===== src/rtl/debug_port_v2.sv =====
// Host-to-CPU debug bridge: async 8-bit host register file synchronised into CLK, CPU control/capture, REQ/ACK FSM.
// Latency: host write commits 3 CLK after WRN rises; reads are combinational on DEBUG_ADDR.
// Backpressure: none on the host side; a request strobe while a request is outstanding is dropped.
//
// Ports:
//   CLK, RESETN (sync, active low)          - CPU clock and block reset
//   DEBUG_DIN/DOUT/ADDR/WRN/RDN              - asynchronous host register interface
//   RESET, DEBUG_STOP/MODE/OP                - CPU control outputs
//   DEBUG_ADDR_OUT, DEBUG_DATA_OUT           - CPU address / write data
//   DEBUG_ADDR_INC_EN, DEBUG_LD_*_EN         - CPU-side address step and capture strobes
//   DEBUG_DATAX, DEBUG_SRC_DATA, DEBUG_ARG_DATA - capture sources
//   DEBUG_REQ, DEBUG_ACK                     - request handshake to the CPU phase decoder
module debug_port_v2 #(
  parameter int ADDR_WIDTH     = 16,
  parameter int SRC_COUNT      = 5,
  parameter int TIMEOUT_CYCLES = 255,
  parameter int RESET_CYCLES   = 4,
  parameter int ADDR_STEP      = 2
) (
  input  logic                    CLK,
  input  logic                    RESETN,
  input  logic [7:0]              DEBUG_DIN,
  output logic [7:0]              DEBUG_DOUT,
  input  logic [3:0]              DEBUG_ADDR,
  input  logic                    DEBUG_WRN,
  input  logic                    DEBUG_RDN,
  output logic                    RESET,
  output logic                    DEBUG_STOP,
  output logic                    DEBUG_MODE,
  output logic [4:0]              DEBUG_OP,
  output logic [ADDR_WIDTH-1:0]   DEBUG_ADDR_OUT,
  output logic [15:0]             DEBUG_DATA_OUT,
  input  logic                    DEBUG_ADDR_INC_EN,
  input  logic                    DEBUG_LD_DATA_EN,
  input  logic                    DEBUG_LD_ARG_EN,
  input  logic [2:0]              DEBUG_DATAX,
  input  logic [16*SRC_COUNT-1:0] DEBUG_SRC_DATA,
  input  logic [15:0]             DEBUG_ARG_DATA,
  output logic                    DEBUG_REQ,
  input  logic                    DEBUG_ACK
);

  typedef enum logic [0:0] {S_IDLE, S_REQ} state_t;

  // host strobe synchronisers; stage 3 is the previous synchronised value for edge detect
  logic wrn_s1, wrn_s2, wrn_s3;
  logic rdn_s1, rdn_s2, rdn_s3;
  logic wr_fall, wr_commit, rd_fall, rd_commit;

  logic [7:0] wr_dat;
  logic [3:0] wr_addr;
  logic [3:0] rd_addr;

  logic                  stop_q, mode_q;
  logic [4:0]            op_q;
  logic [ADDR_WIDTH-1:0] addr_q, addr_inc;
  logic [7:0]            dl_q, dh_q;
  logic [7:0]            rst_cnt;
  logic                  rst_active;

  state_t      state_q;
  logic        req_q;
  logic [15:0] timer_q;
  logic        timeout_q;

  logic [15:0] rdata_q, arg_q, src_word;
  logic        rdvalid_q, overrun_q;

  logic        wr_mode, wr_op, wr_al, wr_ah, wr_dl, wr_dh, wr_status;
  logic        req_strobe, rd_hi_clear;
  logic [15:0] addr_ext;
  logic [7:0]  status;

  // Synchronisers idle at the strobes' inactive (high) level so reset release
  // does not look like a host edge.
  always_ff @(posedge CLK) begin
    if (!RESETN) begin
      wrn_s1 <= 1'b1; wrn_s2 <= 1'b1; wrn_s3 <= 1'b1;
      rdn_s1 <= 1'b1; rdn_s2 <= 1'b1; rdn_s3 <= 1'b1;
    end else begin
      wrn_s1 <= DEBUG_WRN; wrn_s2 <= wrn_s1; wrn_s3 <= wrn_s2;
      rdn_s1 <= DEBUG_RDN; rdn_s2 <= rdn_s1; rdn_s3 <= rdn_s2;
    end
  end

  assign wr_fall   =  wrn_s3 & ~wrn_s2;
  assign wr_commit = ~wrn_s3 &  wrn_s2;
  assign rd_fall   =  rdn_s3 & ~rdn_s2;
  assign rd_commit = ~rdn_s3 &  rdn_s2;

  // Host address/data are sampled while the strobe is low, well after they settled.
  always_ff @(posedge CLK) begin
    if (!RESETN) begin
      wr_dat  <= '0;
      wr_addr <= '0;
      rd_addr <= '0;
    end else begin
      if (wr_fall) begin
        wr_dat  <= DEBUG_DIN;
        wr_addr <= DEBUG_ADDR;
      end
      if (rd_fall) rd_addr <= DEBUG_ADDR;
    end
  end

  assign wr_mode   = wr_commit && (wr_addr == 4'h0);
  assign wr_op     = wr_commit && (wr_addr == 4'h1);
  assign wr_al     = wr_commit && (wr_addr == 4'h2);
  assign wr_ah     = wr_commit && (wr_addr == 4'h3);
  assign wr_dl     = wr_commit && (wr_addr == 4'h4);
  assign wr_dh     = wr_commit && (wr_addr == 4'h5);
  assign wr_status = wr_commit && (wr_addr == 4'hA);

  assign req_strobe  = (wr_mode && wr_dat[3]) || (wr_dh && op_q[0]);
  assign rd_hi_clear = rd_commit && (rd_addr == 4'h7);

  assign addr_inc = addr_q + ADDR_WIDTH'(ADDR_STEP);

  // CPU control registers; a host address load beats a same-cycle increment.
  always_ff @(posedge CLK) begin
    if (!RESETN) begin
      stop_q <= 1'b0;
      mode_q <= 1'b0;
      op_q   <= '0;
      addr_q <= '0;
      dl_q   <= '0;
      dh_q   <= '0;
    end else begin
      if (wr_mode) begin
        stop_q <= wr_dat[0];
        mode_q <= wr_dat[1];
      end
      if (wr_op) op_q <= wr_dat[4:0];
      if (wr_al)
        addr_q[7:1] <= wr_dat[7:1];
      else if (wr_ah)
        addr_q[ADDR_WIDTH-1:8] <= wr_dat[ADDR_WIDTH-9:0];
      else if (DEBUG_ADDR_INC_EN)
        addr_q <= addr_inc & ~ADDR_WIDTH'(1);
      if (wr_dl) dl_q <= wr_dat;
      if (wr_dh) dh_q <= wr_dat;
    end
  end

  // CPU reset pulse; MODE[2] reads as "counter running" so it self-clears.
  always_ff @(posedge CLK) begin
    if (!RESETN)
      rst_cnt <= '0;
    else if (wr_mode && wr_dat[2])
      rst_cnt <= 8'(RESET_CYCLES);
    else if (rst_active)
      rst_cnt <= rst_cnt - 8'd1;
  end

  assign rst_active = (rst_cnt != 8'd0);

  // Request handshake. ACK beats timeout when both land on the same edge.
  always_ff @(posedge CLK) begin
    if (!RESETN) begin
      state_q   <= S_IDLE;
      req_q     <= 1'b0;
      timer_q   <= '0;
      timeout_q <= 1'b0;
    end else begin
      if (wr_status && wr_dat[2]) timeout_q <= 1'b0;
      case (state_q)
        S_IDLE: begin
          if (req_strobe) begin
            state_q <= S_REQ;
            req_q   <= 1'b1;
            timer_q <= '0;
          end
        end
        S_REQ: begin
          if (DEBUG_ACK) begin
            state_q <= S_IDLE;
            req_q   <= 1'b0;
          end else if (timer_q == 16'(TIMEOUT_CYCLES - 1)) begin
            state_q   <= S_IDLE;
            req_q     <= 1'b0;
            timeout_q <= 1'b1;
          end else begin
            timer_q <= timer_q + 16'd1;
          end
        end
        default: begin
          state_q <= S_IDLE;
          req_q   <= 1'b0;
        end
      endcase
    end
  end

  // Out-of-range selects fall through to source 0.
  always_comb begin
    src_word = DEBUG_SRC_DATA[15:0];
    for (int i = 1; i < SRC_COUNT; i++) begin
      if (DEBUG_DATAX == 3'(i)) src_word = DEBUG_SRC_DATA[16*i +: 16];
    end
  end

  // Capture path; a load in the same cycle as a clear keeps rdvalid set.
  always_ff @(posedge CLK) begin
    if (!RESETN) begin
      rdata_q   <= '0;
      arg_q     <= '0;
      rdvalid_q <= 1'b0;
      overrun_q <= 1'b0;
    end else begin
      if (rd_hi_clear || (wr_status && wr_dat[1])) rdvalid_q <= 1'b0;
      if (wr_status && wr_dat[3]) overrun_q <= 1'b0;
      if (DEBUG_LD_DATA_EN) begin
        rdata_q   <= src_word;
        rdvalid_q <= 1'b1;
        if (rdvalid_q) overrun_q <= 1'b1;
      end
      if (DEBUG_LD_ARG_EN) arg_q <= DEBUG_ARG_DATA;
    end
  end

  assign addr_ext = 16'(addr_q);
  assign status   = {3'b000, rst_active, overrun_q, timeout_q, rdvalid_q, req_q};

  always_comb begin
    DEBUG_DOUT = 8'h00;
    case (DEBUG_ADDR)
      4'h0: DEBUG_DOUT = {5'b0, rst_active, mode_q, stop_q};
      4'h1: DEBUG_DOUT = {3'b0, op_q};
      4'h2: DEBUG_DOUT = addr_ext[7:0];
      4'h3: DEBUG_DOUT = addr_ext[15:8];
      4'h4: DEBUG_DOUT = dl_q;
      4'h5: DEBUG_DOUT = dh_q;
      4'h6: DEBUG_DOUT = rdata_q[7:0];
      4'h7: DEBUG_DOUT = rdata_q[15:8];
      4'h8: DEBUG_DOUT = arg_q[7:0];
      4'h9: DEBUG_DOUT = arg_q[15:8];
      4'hA: DEBUG_DOUT = status;
      default: DEBUG_DOUT = 8'h00;
    endcase
  end

  assign RESET          = ~RESETN | rst_active;
  assign DEBUG_STOP     = stop_q;
  assign DEBUG_MODE     = mode_q;
  assign DEBUG_OP       = op_q;
  assign DEBUG_ADDR_OUT = addr_q;
  assign DEBUG_DATA_OUT = {dh_q, dl_q};
  assign DEBUG_REQ      = req_q;

endmodule


===== config.mk =====
export PLATFORM = sky130hd
export DESIGN_NAME = debug_port_v2
export DESIGN_NICKNAME = d
export VERILOG_FILES = /design/src/rtl/debug_port_v2.sv
export SDC_FILE = /design/constraint.sdc
export NUM_CORES = 1
export LEC_CHECK = 0
export ABC_AREA = 1
export CORE_UTILIZATION = 40
export DETAILED_ROUTE_END_ITERATION = 8
export GPL_ROUTABILITY_DRIVEN = 0
export GPL_TIMING_DRIVEN = 0
export HOLD_SLACK_MARGIN = 0.02
export PLACE_DENSITY = 0.73
export REMOVE_ABC_BUFFERS = 1
export SLEW_MARGIN = 20
export SYNTH_ARGS = -nofsm -noshare
export SYNTH_HDL_FRONTEND = slang
export SYNTH_SLANG_ARGS = --single-unit

===== constraint.sdc =====
create_clock -name CLK -period 3.54 [get_ports CLK]
set_input_delay 0.531 -clock CLK [delete_from_list [all_inputs] [get_ports CLK]]
set_output_delay 0.531 -clock CLK [all_outputs]
set_load 0.01 [all_outputs]

==> results of run 1 <==
[critical path, stage by stage]
cell and delay [ps]:
clkdlybuf4s50_1 590, inv_1 130, nor2_2 280, nand2_1 270, o22ai_1 280, a31oi_1 70
nand4_1 130, clkdlybuf4s50_1 560
[synth_stat cells (2+ instances only)]
| cell | count |
|---|---|
| nand3_2 | 3 |
| dfxtp_1 | 121 |
| nor2_4 | 5 |
| nand2_2 | 9 |
| a21oi_2 | 6 |
| or2_0 | 5 |
| a31oi_1 | 7 |
| nor2_1 | 115 |
| ha_1 | 5 |
| a221oi_1 | 3 |
| o22ai_1 | 10 |
| clkbuf_1 | 24 |
| o21ai_0 | 85 |
| buf_8 | 2 |
| or2_2 | 18 |
| nor2_2 | 5 |
| o21ai_2 | 2 |
| buf_1 | 2 |
| nand3_1 | 101 |
| clkinv_1 | 4 |
| nand2_1 | 221 |
| a211oi_1 | 5 |
| nand4_1 | 26 |
| buf_4 | 2 |
| inv_2 | 9 |
| nand2_4 | 5 |
| nor3_1 | 8 |
| inv_1 | 103 |
| xor2_1 | 9 |
| buf_2 | 8 |
| o211ai_1 | 4 |
| a21oi_1 | 89 |
[per-stage QoR]
stage	instances	cell area [sq um]
3_5_place_dp	1379	8520
5_1_grt	1410	9190
4_1_cts	1410	9170
6_report	1410	9190
2_1_floorplan	991	6550
3_3_place_gp	1377	8480
[worst paths after layout]
kind                       from       endpoint  slack, ps  cells after the start
setup reg to reg         wrn_s3      wr_dat[1]       1380                      5
hold reg to reg          rdn_s1         rdn_s2        410                      1
setup / recovery  DEBUG_ADDR[2]  DEBUG_DOUT[0]        160                      8
hold / removal           rdn_s1         rdn_s2        410                      1
[per-layer routing]
metal	up-vias	GRT usage [%]	routed length (um)
met5	-	0	0
met2	269	40.7	10100
met4	0	8.53	529
li1	3687	-	-
met1	3390	33.1	9550
met3	55	5.48	1340
[cell type report]
| type | instances | share of cell area (%) |
|---|---|---|
| Sequential cell | 121 | 26.4 |
| Clock inverter | 7 | 1.50 |
| Timing Repair Buffer | 168 | 18.6 |
| Clock buffer | 24 | 5.46 |
| Inverter | 117 | 4.81 |
| Multi-Input combinational cell | 753 | 40.3 |
| Tap cell | 220 | 3.00 |
[power groups by stage]
stage          combinational, uW  sequential (uW)  clock, uW
2_1_floorplan                336             1500          0
3_3_place_gp                 586             1520          0
3_5_place_dp                 600             1520          0
4_1_cts                      605             1490       1880
5_1_grt                      687             1500       1950
6_report                     610             1490       1880
[what timing repair did]
item / in CTS / in global routing
hold buffers: 0 / 0
setup endpoints to repair: 2 / 5
pin swaps: 0 / 0
gates resized for setup: 1 / 5
[cell families after synthesis]
kind of cell               share of synthesized area (%)
AOI/OAI and AO/OA                                   17.2
other                                             0.0557
DFF                                                 36.0
buffers and inverters                               9.28
adders and majority gates                          0.930
and+or+nand+nor                                     35.2
xor gates and xnor gates                            1.30
[state kept, by name (all words and copies together) (netlist names), 4 cells and up]
name	flops
DEBUG_ADDR_OUT	15
DEBUG_OP	5
arg_q	16
dh_q	8
dl_q	8
rd_addr	4
rdata_q	16
rst_cnt	8
timer_q	16
wr_addr	4
wr_dat	8
==> results.sh, run 1 <==
export IMPL_outcome="completed"
export IMPL_place_ws_ps=-11.9
export IMPL_p_sw_share_pct=25.0
export IMPL_htreeDepth=4
export IMPL_nNetsFinal=1302
export IMPL_drtAntennaViolNets=0
export IMPL_yosysWarnings=0
export IMPL_layout_common_cells="nand2_1 (221), clkdlybuf4s50_1 (165), dfxtp_1 (121), nor2_1 (112), inv_1 (102)"
export IMPL_synth_async_reset_ratio_pct=0
export IMPL_ys_seq_area_share_pct=36.0
export IMPL_cts_setup_buffers=0
export IMPL_core_region_area_sq_um=16500
export IMPL_cts_buffers=17
export IMPL_dieHeight_um=132
export IMPL_antenna_found_initial=0
export IMPL_totalPowerFinal_uw=3980
export IMPL_rows=47
export IMPL_layout_commonest_cell="nand2_1"
export IMPL_drv_cap=0
export IMPL_finalHoldViolations=0
export IMPL_clk_transition_reported_paths_ps=50
export IMPL_syn_inst=1029
export IMPL_min_period_ps=3380
export IMPL_grt_overflow_total=0
export IMPL_clock_sinks=121
export IMPL_fin_skew_ps=6.18
export IMPL_ys_seq_elements=121
export IMPL_yosysTopAreaCell="dfxtp_1"
export IMPL_holdWs_ps=409
export IMPL_power_per_cell_area_nw_per_um2=433
export IMPL_drive_gt1_share_pct=8.40
export IMPL_cp_arrival_ps=2840
export IMPL_n_fill_cell=1620
export IMPL_ioPinCount=168
export IMPL_slew_headroom_pct=31.3
export IMPL_synthTopCellsByArea="dfxtp_1 (36%), nand2_1 (12%), nand3_1 (7.5%)"
export IMPL_hold_path_class="flip-flop to flip-flop"
export IMPL_regArea_sq_um=2420
export IMPL_report_final_slew_viol_count=0
export IMPL_n_antenna_cell=0
export IMPL_worst_slew_pin_slew_ps=1030
export IMPL_syn_to_final_growth_pct=36.5
export IMPL_dieArea_sq_um=17300
export IMPL_synth_edff_count=0
export IMPL_utilization_pct=55.6
export IMPL_endpoint_kind="output port"
export IMPL_cell_internal_pwr_uw=2990
export IMPL_grt_pass1_vias=6885
export IMPL_grt_max_degree=34
export IMPL_leakage_uw=0.00361
export IMPL_cts_buffer_depth=2
export IMPL_grt_pass1_wl_um=34500
export IMPL_clk_latency_ps=420
export IMPL_fin_crit_sh_pct=95.3
export IMPL_port_buffers=166
export IMPL_viasPerCell=5.25
export IMPL_synthDominantCellAreaShare_pct=36.0
export IMPL_max_freq_ghz=0.296
export IMPL_fp_dieW_um=132
export IMPL_synth_cell_types=40
export IMPL_drc=0
export IMPL_cts_tree="yes"
export IMPL_path_max_fanout=7
export IMPL_p_seq_share_pct=37.5
export IMPL_clock_power_share_pct=47.2
export IMPL_layout_setup_ws_ps=165
export IMPL_p_comb_share_pct=15.3
export IMPL_vdd_ir_drop_max_v=0.000349
export IMPL_power_switching_uw=995
export IMPL_start_util_pct=40.7
export IMPL_setup_violations=0
export IMPL_drtPass1Iterations=5
export IMPL_setup_worst_path_class="input port to output port"
export IMPL_cp_required_ps=3010
export IMPL_avgRoutedWirePerCell_um=15.3
export IMPL_synth_ff_type="dfxtp_1"
export IMPL_syn_area_sq_um=6730
export IMPL_post_dp_hpwl_um=16000
export IMPL_start_kind="input port"
export IMPL_drt_iter0_drc=677
export IMPL_multi_input_area_sq_um=3700
export IMPL_clock_root_buffer="clkbuf_16"
export IMPL_syn_area_per_cell_sq_um=6.54
export IMPL_rsz0062_at_grt="no"
export IMPL_tns_ps=0
export IMPL_track_usage_pct=25.2
export IMPL_drt_wl_total_um=21500
export IMPL_vias=7401
No activity file was read; power rests on OpenSTA's default activity.
==> inputs of run 2 (changes only) <==
--- a/config.mk
+++ b/config.mk
@@ -6,12 +6,13 @@
 export NUM_CORES = 1
 export LEC_CHECK = 0
 export ABC_AREA = 1
-export CORE_UTILIZATION = 40
+export CORE_MARGIN = 8
+export CORE_UTILIZATION = 30
 export DETAILED_ROUTE_END_ITERATION = 8
 export GPL_ROUTABILITY_DRIVEN = 0
 export GPL_TIMING_DRIVEN = 0
 export HOLD_SLACK_MARGIN = 0.02
-export PLACE_DENSITY = 0.73
+export PLACE_DENSITY = 0.59
 export REMOVE_ABC_BUFFERS = 1
 export SLEW_MARGIN = 20
 export SYNTH_ARGS = -nofsm -noshare
==> results.sh, run 2 (synthesis gave the netlist of run 1 again) <==
export IMPL_outcome="completed"
export IMPL_vias=7141
export IMPL_endpoint_kind="output port"
export IMPL_port_buffers=166
export IMPL_min_period_ps=3350
export IMPL_cts_buffers=17
export IMPL_clock_sinks=121
export IMPL_ioPinCount=168
export IMPL_rows=54
export IMPL_nNetsFinal=1302
export IMPL_path_buf_inv=4
export IMPL_grt_overflow_total=0
export IMPL_report_final_slew_viol_count=0
export IMPL_antenna_found_initial=2
export IMPL_cp_arrival_ps=2810
export IMPL_finalHoldViolations=0
export IMPL_critPathTopFamily="buffers and inverters"
export IMPL_drive_gt1_share_pct=8.48
export IMPL_rsz0062_at_grt="no"
export IMPL_reg2reg_slack_ps=1680
export IMPL_clock_root_buffer="clkbuf_16"
export IMPL_post_dp_hpwl_um=18200
export IMPL_setup_violations=0
export IMPL_worst_slew_pin_slew_ps=1030
export IMPL_setup_worst_path_class="input port to output port"
export IMPL_clk_transition_reported_paths_ps=50
export IMPL_critPathCapture="DEBUG_DOUT[7]"
export IMPL_cts_buffer_depth=2
export IMPL_tns_ps=0
export IMPL_dieHeight_um=166
export IMPL_drc=0
export IMPL_drt_wl_total_um=23300
export IMPL_place_ws_ps=-74.3
export IMPL_cp_required_ps=3010
export IMPL_grt_pass1_vias=6744
export IMPL_drtPass1Iterations=5
export IMPL_leakage_uw=0.00357
export IMPL_crit_chain="clkdlybuf4s50_1 -> inv_1 -> nor2_4 -> nand2_1 -> inv_1 -> a21oi_1 -> o211ai_1 -> clkdlybuf4s50_1"
export IMPL_vdd_ir_drop_max_v=0.000305
export IMPL_start_util_pct=30.7
export IMPL_timing_rr_end="wr_dat[1]"
export IMPL_path_max_fanout=12
export IMPL_track_usage_pct=16.4
export IMPL_viasPerCell=4.85
export IMPL_max_freq_ghz=0.299
export IMPL_fin_crit_sh_pct=94.5
export IMPL_power_per_cell_area_nw_per_um2=415
export IMPL_layout_setup_ws_ps=195
export IMPL_drv_cap=0
export IMPL_avgRoutedWirePerCell_um=15.8
export IMPL_core_region_area_sq_um=21900
export IMPL_crit_slowest_cell="clkdlybuf4s50_1"
export IMPL_grt_pass1_wl_um=36500
export IMPL_slew_headroom_pct=30.9
export IMPL_cts_tree="yes"
export IMPL_layout_commonest_cell="nand2_1"
export IMPL_grt_max_degree=45
export IMPL_htreeDepth=4
export IMPL_max_stage_delay_ps=590
export IMPL_dieArea_sq_um=27500
export IMPL_startpoint="DEBUG_ADDR[3]"
export IMPL_fp_dieW_um=166
export IMPL_drtAntennaViolNets=0
export IMPL_start_kind="input port"
export IMPL_clk_latency_ps=430
export IMPL_fin_skew_ps=14.0
export IMPL_cts_setup_buffers=0
export IMPL_crit_cells=8
export IMPL_drt_iter0_drc=488
export IMPL_top_regs="arg_q x16, rdata_q x16, timer_q x16"
export IMPL_reg2regPathDepth=5
export IMPL_layout_common_cells="nand2_1 (221), clkdlybuf4s50_1 (165), dfxtp_1 (121), nor2_1 (112), inv_1 (102)"
export IMPL_syn_to_final_growth_pct=36.9
export IMPL_hold_path_class="flip-flop to flip-flop"
export IMPL_timing_rr_start="wrn_s3"
run 2: metal layers:
layer / track usage, % / vias to the layer above / wire length (um)
met5: 0 / - / 0
li1: - / 3694 / -
met3: 4.12 / 27 / 1370
met4: 5.33 / 0 / 384
met2: 25.7 / 208 / 10700
met1: 21.6 / 3212 / 10800
run 2: repair_timing:
item                                    4_1_cts  5_1_grt
gates resized for setup                       2        5
endpoints found under the setup margin        4        8
hold buffers                                  0        0
run 2: worst min path at each step:
stage	start	end	cells after the start
detailed placement	rdn_s1	rdn_s2	1
CTS	rdn_s1	rdn_s2	1
global placement	rdn_s1	rdn_s2	1
global route	wrn_s1	wrn_s2	1
floorplan	rdn_s1	rdn_s2	1
finish	wrn_s1	wrn_s2	1
run 2: power by group:
part / switching (uW) / internal (uW)
logic: 321 / 283
registers: 54.0 / 1440
clock network: 658 / 1070
run 2: worst reg2reg max path, cell delays in order, from the launching register on:
cell and delay, ps:
dfxtp_1 390, inv_2 50, nor2_1 550, inv_1 380
o21ai_0 310, a21oi_1 60
run 2: per-stage QoR:
step	cells	cell area, sq um	power (uW)	hold slack, ps	utilization, %
after floorplan	991	6550	1840	393	-
after global placement	1437	8560	2110	396	39.1
after detailed placement	1439	8590	2120	401	39.2
after CTS	1471	9180	3840	414	41.9
after global routing	1473	9210	3990	426	42.1
final	1473	9210	3820	411	42.1
run 2: layout make-up:
cell class | instances | area, sq um
Fill cell | 2286 | 12700
Multi-Input combinational cell | 753 | 3710
Sequential cell | 121 | 2420
Timing Repair Buffer | 168 | 1700
Clock buffer | 21 | 460
Inverter | 117 | 442
Tap cell | 280 | 350
Clock inverter | 11 | 123
Antenna cell | 2 | 5.00
==> inputs of run 3 (changes only) <==
--- a/config.mk
+++ b/config.mk
@@ -8,12 +8,14 @@
 export ABC_AREA = 1
 export CORE_MARGIN = 8
 export CORE_UTILIZATION = 30
+export CTS_BUF_LIST = sky130_fd_sc_hd__clkbuf_8
 export DETAILED_ROUTE_END_ITERATION = 8
 export GPL_ROUTABILITY_DRIVEN = 0
 export GPL_TIMING_DRIVEN = 0
 export HOLD_SLACK_MARGIN = 0.02
 export PLACE_DENSITY = 0.59
 export REMOVE_ABC_BUFFERS = 1
+export SKIP_LAST_GASP = 1
 export SLEW_MARGIN = 20
 export SYNTH_ARGS = -nofsm -noshare
 export SYNTH_HDL_FRONTEND = slang
==> results.sh, run 3 (synthesis gave the netlist of run 1 again) <==
export IMPL_ioPinCount=168
export IMPL_layout_common_cells="nand2_1 (221), clkdlybuf4s50_1 (165), dfxtp_1 (121), nor2_1 (112), inv_1 (104)"
export IMPL_fp_dieW_um=166
export IMPL_drt_iter0_drc=480
export IMPL_dr_wl_met2_um=10800
export IMPL_cts_buffer_depth=2
export IMPL_leakage_uw=0.00349
export IMPL_post_dp_hpwl_um=18200
export IMPL_rsz0062_at_grt="yes"
export IMPL_htreeDepth=4
export IMPL_drt_wl_total_um=23200
export IMPL_startpoint="DEBUG_ADDR[2]"
export IMPL_dieArea_sq_um=27500
export IMPL_core_region_area_sq_um=21900
export IMPL_dr_wl_met3_um=1320
export IMPL_wl_met1_um=10800
export IMPL_fin_cells=1473
export IMPL_fin_crit_sh_pct=96.6
export IMPL_cts_buffers=17
export IMPL_dpl_cell_area_sq_um=8590
export IMPL_fin_skew_ps=13.2
export IMPL_setup_worst_path_class="input port to output port"
export IMPL_drive_gt1_share_pct=8.48
export IMPL_timing_rr_start="wrn_s3"
export IMPL_nNetsFinal=1302
export IMPL_avgRoutedWirePerCell_um=15.7
export IMPL_hold_path_class="flip-flop to flip-flop"
export IMPL_start_kind="input port"
export IMPL_clk_transition_reported_paths_ps=70
export IMPL_path_max_fanout=7
export IMPL_cts_setup_buffers=0
export IMPL_grt_pass1_vias=6732
export IMPL_grt_max_degree=45
export IMPL_antenna_found_initial=2
export IMPL_grt_overflow_total=0
export IMPL_cp_arrival_ps=2890
export IMPL_vdd_ir_drop_max_v=0.000212
export IMPL_grt_pass1_wl_um=36500
export IMPL_reg2reg_slack_ps=1680
export IMPL_vias=7131
export IMPL_max_freq_ghz=0.293
export IMPL_cp_required_ps=3010
export IMPL_drc=0
export IMPL_layout_commonest_cell="nand2_1"
export IMPL_cts_tree="yes"
export IMPL_highest_layer="met4"
export IMPL_dieHeight_um=166
export IMPL_drtPass1Iterations=5
export IMPL_top_regs="arg_q x16, rdata_q x16, timer_q x16"
export IMPL_viasPerCell=4.84
export IMPL_rows=54
export IMPL_port_buffers=166
export IMPL_syn_to_final_growth_pct=33.9
export IMPL_drtAntennaViolNets=0
export IMPL_worstHoldStart="wrn_s1"
export IMPL_slew_headroom_pct=29.3
export IMPL_track_usage_pct=16.4
export IMPL_worst_slew_pin_slew_ps=1060
export IMPL_min_period_ps=3420
export IMPL_dpl_cell_count=1439
export IMPL_hold_buffers=0
export IMPL_clock_root_buffer="clkbuf_8"
export IMPL_finalHoldViolations=0
export IMPL_report_final_slew_viol_count=0
export IMPL_clk_latency_ps=450
export IMPL_drv_cap=0
export IMPL_clock_sinks=121
export IMPL_fin_area_sq_um=9010
export IMPL_endpoint_kind="output port"
export IMPL_power_per_cell_area_nw_per_um2=371
export IMPL_outcome="completed"
export IMPL_start_util_pct=30.7
export IMPL_setup_violations=0
run 3: routing by layer:
| metal | track usage, % | up-vias |
|---|---|---|
| met5 | 0 | - |
| met3 | 4.19 | 18 |
| met4 | 4.90 | 0 |
| met2 | 25.7 | 196 |
| met1 | 21.6 | 3227 |
| li1 | - | 3690 |
run 3: per-stage QoR:
stage          power (uW)  worst slack (ps)  hold slack, ps  util [%]  TNS (ps)
3_5_place_dp         2120             -74.3             401      39.2      -193
4_1_cts              3370              48.1             418      41.1         0
3_3_place_gp         2110             -1400             396      39.1    -56590
2_1_floorplan        1840              1460             393         -         0
6_report             3340               122             414      41.2         0
5_1_grt              3510             -15.0             431      41.2     -15.0
run 3: cell type report:
class	count	area, sq um
fill	2306	12900
sequential	121	2420
timing repair buffer	168	1700
inverter	117	442
multi-input combinational	753	3700
clock inverter	13	130
clock buffer	19	262
antenna	2	5.00
tap	280	350
run 3: timing repair:
action | in CTS | in global routing
setup endpoints to repair | 4 | 8
gates resized for setup | 2 | 4
pin swaps | 0 | 0
run 3: worst max-delay path: stages:
cell             delay, ps
clkdlybuf4s50_1        590
inv_1                  130
nor2_2                 280
nand2_1                270
o21ai_0                270
a21oi_1                 80
nand4_1                170
clkdlybuf4s50_1        570
run 3: final timing paths:
| kind | end | depth (start not counted) |
|---|---|---|
| max reg2reg | wr_dat[1] | 5 |
| max | DEBUG_DOUT[3] | 8 |
| min reg2reg | wrn_s2 | 1 |
| min | wrn_s2 | 1 |
run 3: power by group:
part           internal [uW]  total (uW)  switching (uW)
clock network            654        1250             598
registers               1440        1490            53.7
logic                    282         603             321
